`src/rtl/chop_seq_ctrl_pkg.sv`:
```
// Shared constants for the chopper sequencer: state encoding and timing defaults.
package chop_pkg;
  localparam logic [1:0] ST_IDLE  = 2'd0;
  localparam logic [1:0] ST_ARMED = 2'd1;
  localparam logic [1:0] ST_RUN   = 2'd2;
  localparam logic [1:0] ST_DONE  = 2'd3;

  localparam int unsigned MIN_HOLD   = 3;
  localparam int unsigned DEF_CHANGE = 500;
  localparam int unsigned DEF_MAX    = 1000;
endpackage

```
`src/rtl/chop_seq_ctrl_if.sv`:
```
// Host-side command/config bus and chop_gen-side drive bus of the chopper sequencer.
interface chop_seq_ctrl_if;
  logic [31:0] cfg_change_count;
  logic [31:0] cfg_max_count;
  logic [31:0] cfg_num_periods;
  logic        cfg_wr;
  logic        arm;
  logic        trigger;
  logic        soft_stop;
  logic        abort;
  logic        chop_en_o;
  logic [31:0] change_count_o;
  logic [31:0] max_count_o;
  logic        period_strobe_o;
  logic [31:0] run_count_o;
  logic [1:0]  state_o;
  logic        cfg_err_o;
  logic        done_o;

  modport master (
    output cfg_change_count, cfg_max_count, cfg_num_periods, cfg_wr,
           arm, trigger, soft_stop, abort,
    input  chop_en_o, change_count_o, max_count_o, period_strobe_o,
           run_count_o, state_o, cfg_err_o, done_o
  );

  modport slave (
    input  cfg_change_count, cfg_max_count, cfg_num_periods, cfg_wr,
           arm, trigger, soft_stop, abort,
    output chop_en_o, change_count_o, max_count_o, period_strobe_o,
           run_count_o, state_o, cfg_err_o, done_o
  );
endinterface

```
`src/rtl/chop_seq_ctrl_cfg_check.sv`:
```
// Combinational validity of a chop timing pair; also used by the host register file readback.
module chop_cfg_check #(
  parameter int unsigned MIN_HOLD = chop_pkg::MIN_HOLD
) (
  input  logic [31:0] change_count,
  input  logic [31:0] max_count,
  output logic        ok
);
  logic [31:0] high_len;

  // Subtract only when ordered so an inverted pair cannot wrap into a large "valid" length.
  always_comb begin
    high_len = '0;
    if (max_count > change_count) high_len = max_count - change_count;
    ok = (change_count >= MIN_HOLD) && (max_count > change_count) && (high_len >= MIN_HOLD);
  end
endmodule

```
`src/rtl/chop_seq_ctrl.sv`:
```
// Chopper sequencer: pending/active timing shadow regs, run FSM and period counter for chop_gen.
module chop_seq_ctrl #(
  parameter int unsigned MIN_HOLD   = chop_pkg::MIN_HOLD,
  parameter int unsigned DEF_CHANGE = chop_pkg::DEF_CHANGE,
  parameter int unsigned DEF_MAX    = chop_pkg::DEF_MAX
) (
  input  logic            clk,
  input  logic            reset_n,
  chop_seq_ctrl_if.slave  bus
);
  import chop_pkg::*;

  logic [1:0]  state_q, state_d;
  logic [31:0] pend_change_q, pend_change_d, pend_max_q, pend_max_d, pend_num_q, pend_num_d;
  logic [31:0] change_q, change_d, max_q, max_d, num_q, num_d;
  logic [31:0] phase_q, phase_d, run_q, run_d;
  logic        chop_en_q, chop_en_d, stop_pend_q, stop_pend_d;
  logic        cfg_err_q, cfg_err_d, done_q, done_d;
  logic        cfg_ok, wrap, last_period, stop_now;
  logic [31:0] run_inc;

  chop_cfg_check #(.MIN_HOLD(MIN_HOLD)) u_cfg_check (
    .change_count (bus.cfg_change_count),
    .max_count    (bus.cfg_max_count),
    .ok           (cfg_ok)
  );

  // Strobe is decoded from flops only, so it is high on the last sample of the period itself.
  assign wrap        = (state_q == ST_RUN) && (phase_q == max_q - 32'd1);
  assign last_period = (num_q != '0) && (({1'b0, run_q} + 33'd1) == {1'b0, num_q});
  assign stop_now    = stop_pend_q | bus.soft_stop;
  assign run_inc     = (run_q == '1) ? run_q : run_q + 32'd1;

  always_comb begin
    state_d       = state_q;
    pend_change_d = pend_change_q;
    pend_max_d    = pend_max_q;
    pend_num_d    = pend_num_q;
    change_d      = change_q;
    max_d         = max_q;
    num_d         = num_q;
    phase_d       = '0;
    run_d         = run_q;
    chop_en_d     = chop_en_q;
    stop_pend_d   = stop_pend_q;
    cfg_err_d     = cfg_err_q;
    done_d        = 1'b0;

    if (bus.cfg_wr) begin
      cfg_err_d = !cfg_ok;
      if (cfg_ok) begin
        pend_change_d = bus.cfg_change_count;
        pend_max_d    = bus.cfg_max_count;
        pend_num_d    = bus.cfg_num_periods;
      end
    end

    // Outside a run chop_gen is idle, so pending timing can follow freely.
    if (state_q != ST_RUN) begin
      change_d = pend_change_q;
      max_d    = pend_max_q;
      num_d    = pend_num_q;
    end

    if (bus.abort) begin
      state_d     = ST_IDLE;
      chop_en_d   = 1'b0;
      stop_pend_d = 1'b0;
      done_d      = (state_q == ST_RUN) || (state_q == ST_ARMED);
    end else begin
      case (state_q)
        ST_IDLE: if (bus.arm) begin
          state_d = ST_ARMED;
          run_d   = '0;
        end
        ST_ARMED: if (bus.trigger) begin
          state_d   = ST_RUN;
          chop_en_d = 1'b1;
        end
        ST_RUN: begin
          if (bus.soft_stop) stop_pend_d = 1'b1;
          if (wrap) begin
            change_d = pend_change_q;
            max_d    = pend_max_q;
            num_d    = pend_num_q;
            run_d    = run_inc;
            if (last_period || stop_now) begin
              state_d     = ST_DONE;
              chop_en_d   = 1'b0;
              stop_pend_d = 1'b0;
              done_d      = 1'b1;
            end
          end else begin
            phase_d = phase_q + 32'd1;
          end
        end
        default: state_d = ST_IDLE;
      endcase
    end
  end

  always_ff @(posedge clk) begin
    if (!reset_n) begin
      state_q       <= ST_IDLE;
      pend_change_q <= DEF_CHANGE;
      pend_max_q    <= DEF_MAX;
      pend_num_q    <= '0;
      change_q      <= DEF_CHANGE;
      max_q         <= DEF_MAX;
      num_q         <= '0;
      phase_q       <= '0;
      run_q         <= '0;
      chop_en_q     <= 1'b0;
      stop_pend_q   <= 1'b0;
      cfg_err_q     <= 1'b0;
      done_q        <= 1'b0;
    end else begin
      state_q       <= state_d;
      pend_change_q <= pend_change_d;
      pend_max_q    <= pend_max_d;
      pend_num_q    <= pend_num_d;
      change_q      <= change_d;
      max_q         <= max_d;
      num_q         <= num_d;
      phase_q       <= phase_d;
      run_q         <= run_d;
      chop_en_q     <= chop_en_d;
      stop_pend_q   <= stop_pend_d;
      cfg_err_q     <= cfg_err_d;
      done_q        <= done_d;
    end
  end

  assign bus.chop_en_o       = chop_en_q;
  assign bus.change_count_o  = change_q;
  assign bus.max_count_o     = max_q;
  assign bus.period_strobe_o = wrap;
  assign bus.run_count_o     = run_q;
  assign bus.state_o         = state_q;
  assign bus.cfg_err_o       = cfg_err_q;
  assign bus.done_o          = done_q;
endmodule
```
`src/flat_wrapper.sv`:
```
// flat-port wrapper written by rule: the top's interface ports become plain ports
module chop_seq_ctrl_flat import chop_pkg::*;
#(
  parameter int unsigned MIN_HOLD   = chop_pkg::MIN_HOLD,
  parameter int unsigned DEF_CHANGE = chop_pkg::DEF_CHANGE,
  parameter int unsigned DEF_MAX    = chop_pkg::DEF_MAX
)
  (clk, reset_n, bus_cfg_change_count, bus_cfg_max_count, bus_cfg_num_periods, bus_cfg_wr, bus_arm, bus_trigger, bus_soft_stop, bus_abort, bus_chop_en_o, bus_change_count_o, bus_max_count_o, bus_period_strobe_o, bus_run_count_o, bus_state_o, bus_cfg_err_o, bus_done_o);
  chop_seq_ctrl_if bus_i ();
  input  logic clk;
  input  logic reset_n;
  input wire logic [$bits(bus_i.cfg_change_count)-1:0] bus_cfg_change_count;
  input wire logic [$bits(bus_i.cfg_max_count)-1:0] bus_cfg_max_count;
  input wire logic [$bits(bus_i.cfg_num_periods)-1:0] bus_cfg_num_periods;
  input wire logic [$bits(bus_i.cfg_wr)-1:0] bus_cfg_wr;
  input wire logic [$bits(bus_i.arm)-1:0] bus_arm;
  input wire logic [$bits(bus_i.trigger)-1:0] bus_trigger;
  input wire logic [$bits(bus_i.soft_stop)-1:0] bus_soft_stop;
  input wire logic [$bits(bus_i.abort)-1:0] bus_abort;
  output wire logic [$bits(bus_i.chop_en_o)-1:0] bus_chop_en_o;
  output wire logic [$bits(bus_i.change_count_o)-1:0] bus_change_count_o;
  output wire logic [$bits(bus_i.max_count_o)-1:0] bus_max_count_o;
  output wire logic [$bits(bus_i.period_strobe_o)-1:0] bus_period_strobe_o;
  output wire logic [$bits(bus_i.run_count_o)-1:0] bus_run_count_o;
  output wire logic [$bits(bus_i.state_o)-1:0] bus_state_o;
  output wire logic [$bits(bus_i.cfg_err_o)-1:0] bus_cfg_err_o;
  output wire logic [$bits(bus_i.done_o)-1:0] bus_done_o;
  assign bus_i.cfg_change_count = bus_cfg_change_count;
  assign bus_i.cfg_max_count = bus_cfg_max_count;
  assign bus_i.cfg_num_periods = bus_cfg_num_periods;
  assign bus_i.cfg_wr = bus_cfg_wr;
  assign bus_i.arm = bus_arm;
  assign bus_i.trigger = bus_trigger;
  assign bus_i.soft_stop = bus_soft_stop;
  assign bus_i.abort = bus_abort;
  assign bus_chop_en_o = bus_i.chop_en_o;
  assign bus_change_count_o = bus_i.change_count_o;
  assign bus_max_count_o = bus_i.max_count_o;
  assign bus_period_strobe_o = bus_i.period_strobe_o;
  assign bus_run_count_o = bus_i.run_count_o;
  assign bus_state_o = bus_i.state_o;
  assign bus_cfg_err_o = bus_i.cfg_err_o;
  assign bus_done_o = bus_i.done_o;
  chop_seq_ctrl #(.MIN_HOLD(MIN_HOLD), .DEF_CHANGE(DEF_CHANGE), .DEF_MAX(DEF_MAX)) u_core (.clk(clk), .reset_n(reset_n), .bus(bus_i));
endmodule
```
`config.mk`:
```
export PLATFORM = sky130hd
export DESIGN_NAME = chop_seq_ctrl_flat
export DESIGN_NICKNAME = d
export VERILOG_FILES = /design/src/rtl/chop_seq_ctrl_pkg.sv /design/src/rtl/chop_seq_ctrl_if.sv /design/src/rtl/chop_seq_ctrl_cfg_check.sv /design/src/rtl/chop_seq_ctrl.sv /design/src/flat_wrapper.sv
export SDC_FILE = /design/constraint.sdc
export NUM_CORES = 1
export LEC_CHECK = 0
export ABC_CLOCK_PERIOD_IN_PS = 6590
export CAP_MARGIN = 0
export CORE_UTILIZATION = 56
export DETAILED_ROUTE_END_ITERATION = 8
export PLACE_DENSITY_LB_ADDON = 0.25
export SLEW_MARGIN = 20
export SYNTH_ARGS = -nofsm -noshare
export SYNTH_HDL_FRONTEND = slang
export SYNTH_HIERARCHICAL = 1
export SYNTH_SLANG_ARGS = --single-unit
export TNS_END_PERCENT = 20
```
`constraint.sdc`:
```
create_clock -name clk -period 6.59 [get_ports clk]
set_input_delay 1.977 -clock clk [delete_from_list [all_inputs] [get_ports clk]]
set_output_delay 1.977 -clock clk [all_outputs]
set_load 0.005 [all_outputs]
```
==> summary.md <==
| Metric | Value |
|---|---|
| Count of warnings emitted by yosys | 6 |
| Count of buffers inserted at the top-level ports | ~200 |
| Initial cell density of the core | ~57% |
| Share of Yosys cell area claimed by the top area cell type | 35.48% |
| Die Span X | 164.5 um |
| Area Overhead vs Synth | 21.38% |
| Largest area contributor in the netlist | dfxtp_1 |
| Share of synthesized cell area in full adder, half adder and majority cells | 3.352% |
| Most used cells in the layout excluding fill and tap cells | nand2_1, dfxtp_1, clkdlybuf4s50_1, nor2_1, mux2i_1 |
| Share of cell area taken by muxes after synthesis | under 10% |
| Deepest level of the CTS H-tree | 1 |
| Reg area | ~5200 um^2 |
| Number of optimization iterations in the first detailed-route pass | 6 |
| Wire length of the first global-routing pass | between 60000 and 70000 um |
| IO Count | roughly 210 |
| Class of the worst hold path | flip-flop to flip-flop |
| Endpoint type of the worst setup path | output port |
| GRT overflow | 0 |
| Combined area of all synthesized cells | between 10000 and 15000 um^2 |
| Maximum buffer depth of the clock tree | 3 |
| Maximum number of pins on one net before global-route repair | about 120 |
| Maximum clock rate | 0.1564 GHz |
| Clk_lat worst skew | ~550 ps |
| Reg-to-Reg End | u_core/bus.change_count_o[10] |
| Global placer's final weighted congestion | 0.9718 |
| Fin Setup TNS | 0 ps |
| Multi-input logic area | roughly 9000 um^2 |
| DRC violation count after routing | 0 |
| EDFF count, synth | 0 |
| Post-detailed-placement half-perimeter wirelength | 31750 um |
| Data arrival time of the worst path | ~4400 ps |
| Number of nets still failing antenna checks after routing | 0 |
| Buf+Inv Stages, Crit Path | 2 |
| Number of global-route vias before repair | 12970 |
| Routed via count | ~14000 |
| Largest clock skew in the final design | 20.02 ps |
| Required time of the worst setup path | 4610 ps |
| CTS sink cnt | approximately 260 |
| Peak fanout along the critical path | 6 |
| Clock period minus final worst setup slack | around 6400 ps |
| Depth of the worst register-to-register path | 12 |
| Row cnt | just under 60 |
| Final Hold Violating Endpoints | 0 |
| Unrepaired setup endpoints after global routing | no |
| FF+latch count, synth | roughly 260 |
| Final Max Slew Viols | 0 |
| Count of different cell masters after synthesis | 85 |
| Cells along the critical path | inv_1, ha_1, nor4b_4, nand3_1, or3_1, a2111oi_1, o2111ai_1, nor4_4, and3_1, clkdlybuf4s50_1 |
| Share of the synthesized area in compound gates (AO/OA/AOI/OAI) | 15.26% |
| Fraction of final layout cells sized beyond drive strength 1 | 5.054% |
| Worst Tran Pin Value | 1141 ps |
| Highest metal layer with signal wires | met4 |
| Clock tree root driver cell | clkbuf_16 |
| Amount of wire on met2 after detailed routing | ~21000 um |
| Share of the clock period used by the worst path | between 90% and 100% |
| Initial antenna violation count | 1 |
| Global routing usage summed across all routing layers | a little under a third |
| Register area share after synthesis | about 35% |
| Most common library cell in the layout ignoring fill and taps | nand2_1 |
| Non-Filler Cell Area, Final | about 18000 um^2 |
| Type of element launching the critical path | flip-flop |
| Area after detailed placement | about 17000 um^2 |
| Max-cap violations | 0 |
| Number of CTS-inserted buffers | 29 |
| PwrDens | 221.3 nW/um^2 |
| Final Routed Wirelength | between 40000 and 50000 um |
| Post-synthesis cell count | roughly 1800 |
| Std-Cell Core Area | between 20000 and 30000 um^2 |
| Simple logic cell fraction of the synthesized area | between 20% and 30% |
| R2R setup slack | approximately 2000 ps |
| Wire length on met1 | around 18000 um |
| Result of the run | completed |
| Biggest area contributors in the synthesized netlist | dfxtp_1, mux2i_1, nand2_1 |
| Reg-to-reg critical path startpoint | u_core/bus.max_count_o[0] |
| Synthesized netlist net count | between 1500 and 2000 |
| VDD IR max | roughly 0.00021 V |
| First-iteration detailed-routing DRC count | between 1000 and 1500 |
| Endpoint with the worst hold slack | u_core/pend_max_q[11] |
| Main combinational cell family by area after synthesis | simple AND/OR/NAND/NOR gates |
| Synth Area in XOR/XNOR | under 10% |
| CP peak stage delay | between 500 and 600 ps |
| Clock input transition at the sequential cells of the worst setup and hold paths | 60 ps |
| Vias per inst | between 6 and 7 |
| Main synth FF type | dfxtp_1 |
| Met3 wire len | 2915 um |
| Cell leakage power | between 7 and 8 nW |
| Number of hold buffers added after CTS | 0 |
| Die span in y | 164.5 um |
| Slew HR | between 20% and 30% |
| Async S/R FF share, synth | 0% |
| Instance count along the most critical hold path | 2 |
| Net count, final | 2079 |
| Launch point of the critical path | u_core/bus.max_count_o[0] |
| Die area | approximately 27000 um^2 |
| Per-instance average area after synthesis | about 8.3 um^2 |
| Startpoint of the worst hold path | u_core/pend_max_q[11] |
| Standard cell with the maximum stage delay on the critical path | clkdlybuf4s50_1 |
| CP delay by family, top | simple AND/OR/NAND/NOR gates |
| Clock tree from TritonCTS | done |
| Final setup violation count | 0 |
| Crit Path Class | flip-flop to output port |
| Wire per inst | ~19 um |
| Fill cell instance count of the final layout | 2184 |
-- cell type report --
class                           instances  area share (%)
Inverter                               59           1.234
Timing Repair Buffer                  222           12.19
Sequential cell                       262           29.23
Clock inverter                         15           1.095
Antenna cell                            1         0.01395
Multi-Input combinational cell       1363           49.44
Tap cell                              335           2.336
Clock buffer                           38           4.456
-- where the power goes --
group          total (mW)  internal (mW)  switching, mW
Clock                1.67           1.02          0.660
Combinational       0.603          0.273          0.329
Sequential           1.69           1.64         0.0495
-- metal layers --
layer	GRT usage [%]	up-vias
li1	-	6549
met1	40.70	6544
met2	54.07	589
met3	3.742	115
met4	10.80	0
met5	0	-
-- state kept, by name (all words and copies together) (netlist names) --
register                   cells
u_core/stop_pend_q             1
u_core/pend_change_q          32
u_core/phase_q                32
u_core/bus.run_count_o        32
u_core/bus.chop_en_o           1
u_core/bus.done_o              1
u_core/bus.state_o             2
u_core/bus.cfg_err_o           1
u_core/bus.change_count_o     32
u_core/num_q                  32
u_core/pend_num_q             32
u_core/bus.max_count_o        32
u_core/pend_max_q             32
-- worst max path at each step --
stage                     depth (start not counted)                        to  slack, ps
final                                            10       bus_period_strobe_o        200
after global routing                             10       bus_period_strobe_o         20
after CTS                                        10       bus_period_strobe_o        100
after detailed placement                         18      u_core/pend_num_q[6]         10
after global placement                           18     u_core/pend_num_q[27]        160
after floorplan                                  20  u_core/pend_change_q[30]       1240
-- timing repair --
| action | CTS | global route |
|---|---|---|
| endpoints found under the setup margin | 0 | 1 |
| resized for setup | 0 | 2 |
| setup buffers | 0 | 1 |
-- per-stage QoR --
stage               power [mW]  std cells  hold WS [ps]  setup WS (ps)  util (%)
floorplan                2.087       1791         440.3           1241         -
global placement         2.306       2240         450.4          162.6     65.14
detailed placement       2.315       2240         460.2          9.575     65.14
CTS                      3.984       2293         468.9          95.99     68.97
global route             4.127       2295         486.5          24.45     69.05
finish                   3.970       2295         466.3          197.7     69.05
-- cell usage after synthesis (all sizes together) (7+ instances only) --
library cell / count
o31ai: 18
a21oi: 33
nand2: 286
nor2: 113
or4: 8
xor2: 61
mux2i: 108
nor4: 42
nand3: 64
ha: 38
a21o: 11
nand4: 31
nor3: 31
o21ai: 64
inv: 59
a31oi: 8
o41ai: 9
and2: 14
or3: 10
buf: 27
dfxtp: 262
and3: 25
nor4b: 7
a21boi: 87
clkbuf: 80
o21bai: 7
nor2b: 101
a211oi: 11
nand2b: 9
xnor2: 75
o21a: 7
-- logic make-up after synthesis --
logic type,Yosys count
XOR/XNOR,136
AO/OA/AOI/OAI,315
flip-flops,262
AND/OR/NAND/NOR,764
buffers and inverters,166
adder cells (fa/ha/maj),39
multiplexers,109
-- worst reg2reg max path, cell delays in order (launching register included) --
cell and delay [ps]:
dfxtp_1 380, inv_1 80, ha_1 280, nor4b_4 380, nand3_1 260, or3_1 440
a2111oi_1 440, o2111ai_1 290, nor4_4 450, nand3_1 250, nand2_8 750, mux2i_1 420
nor2b_1 90
Note: power is estimated with default switching activity, not from simulation.
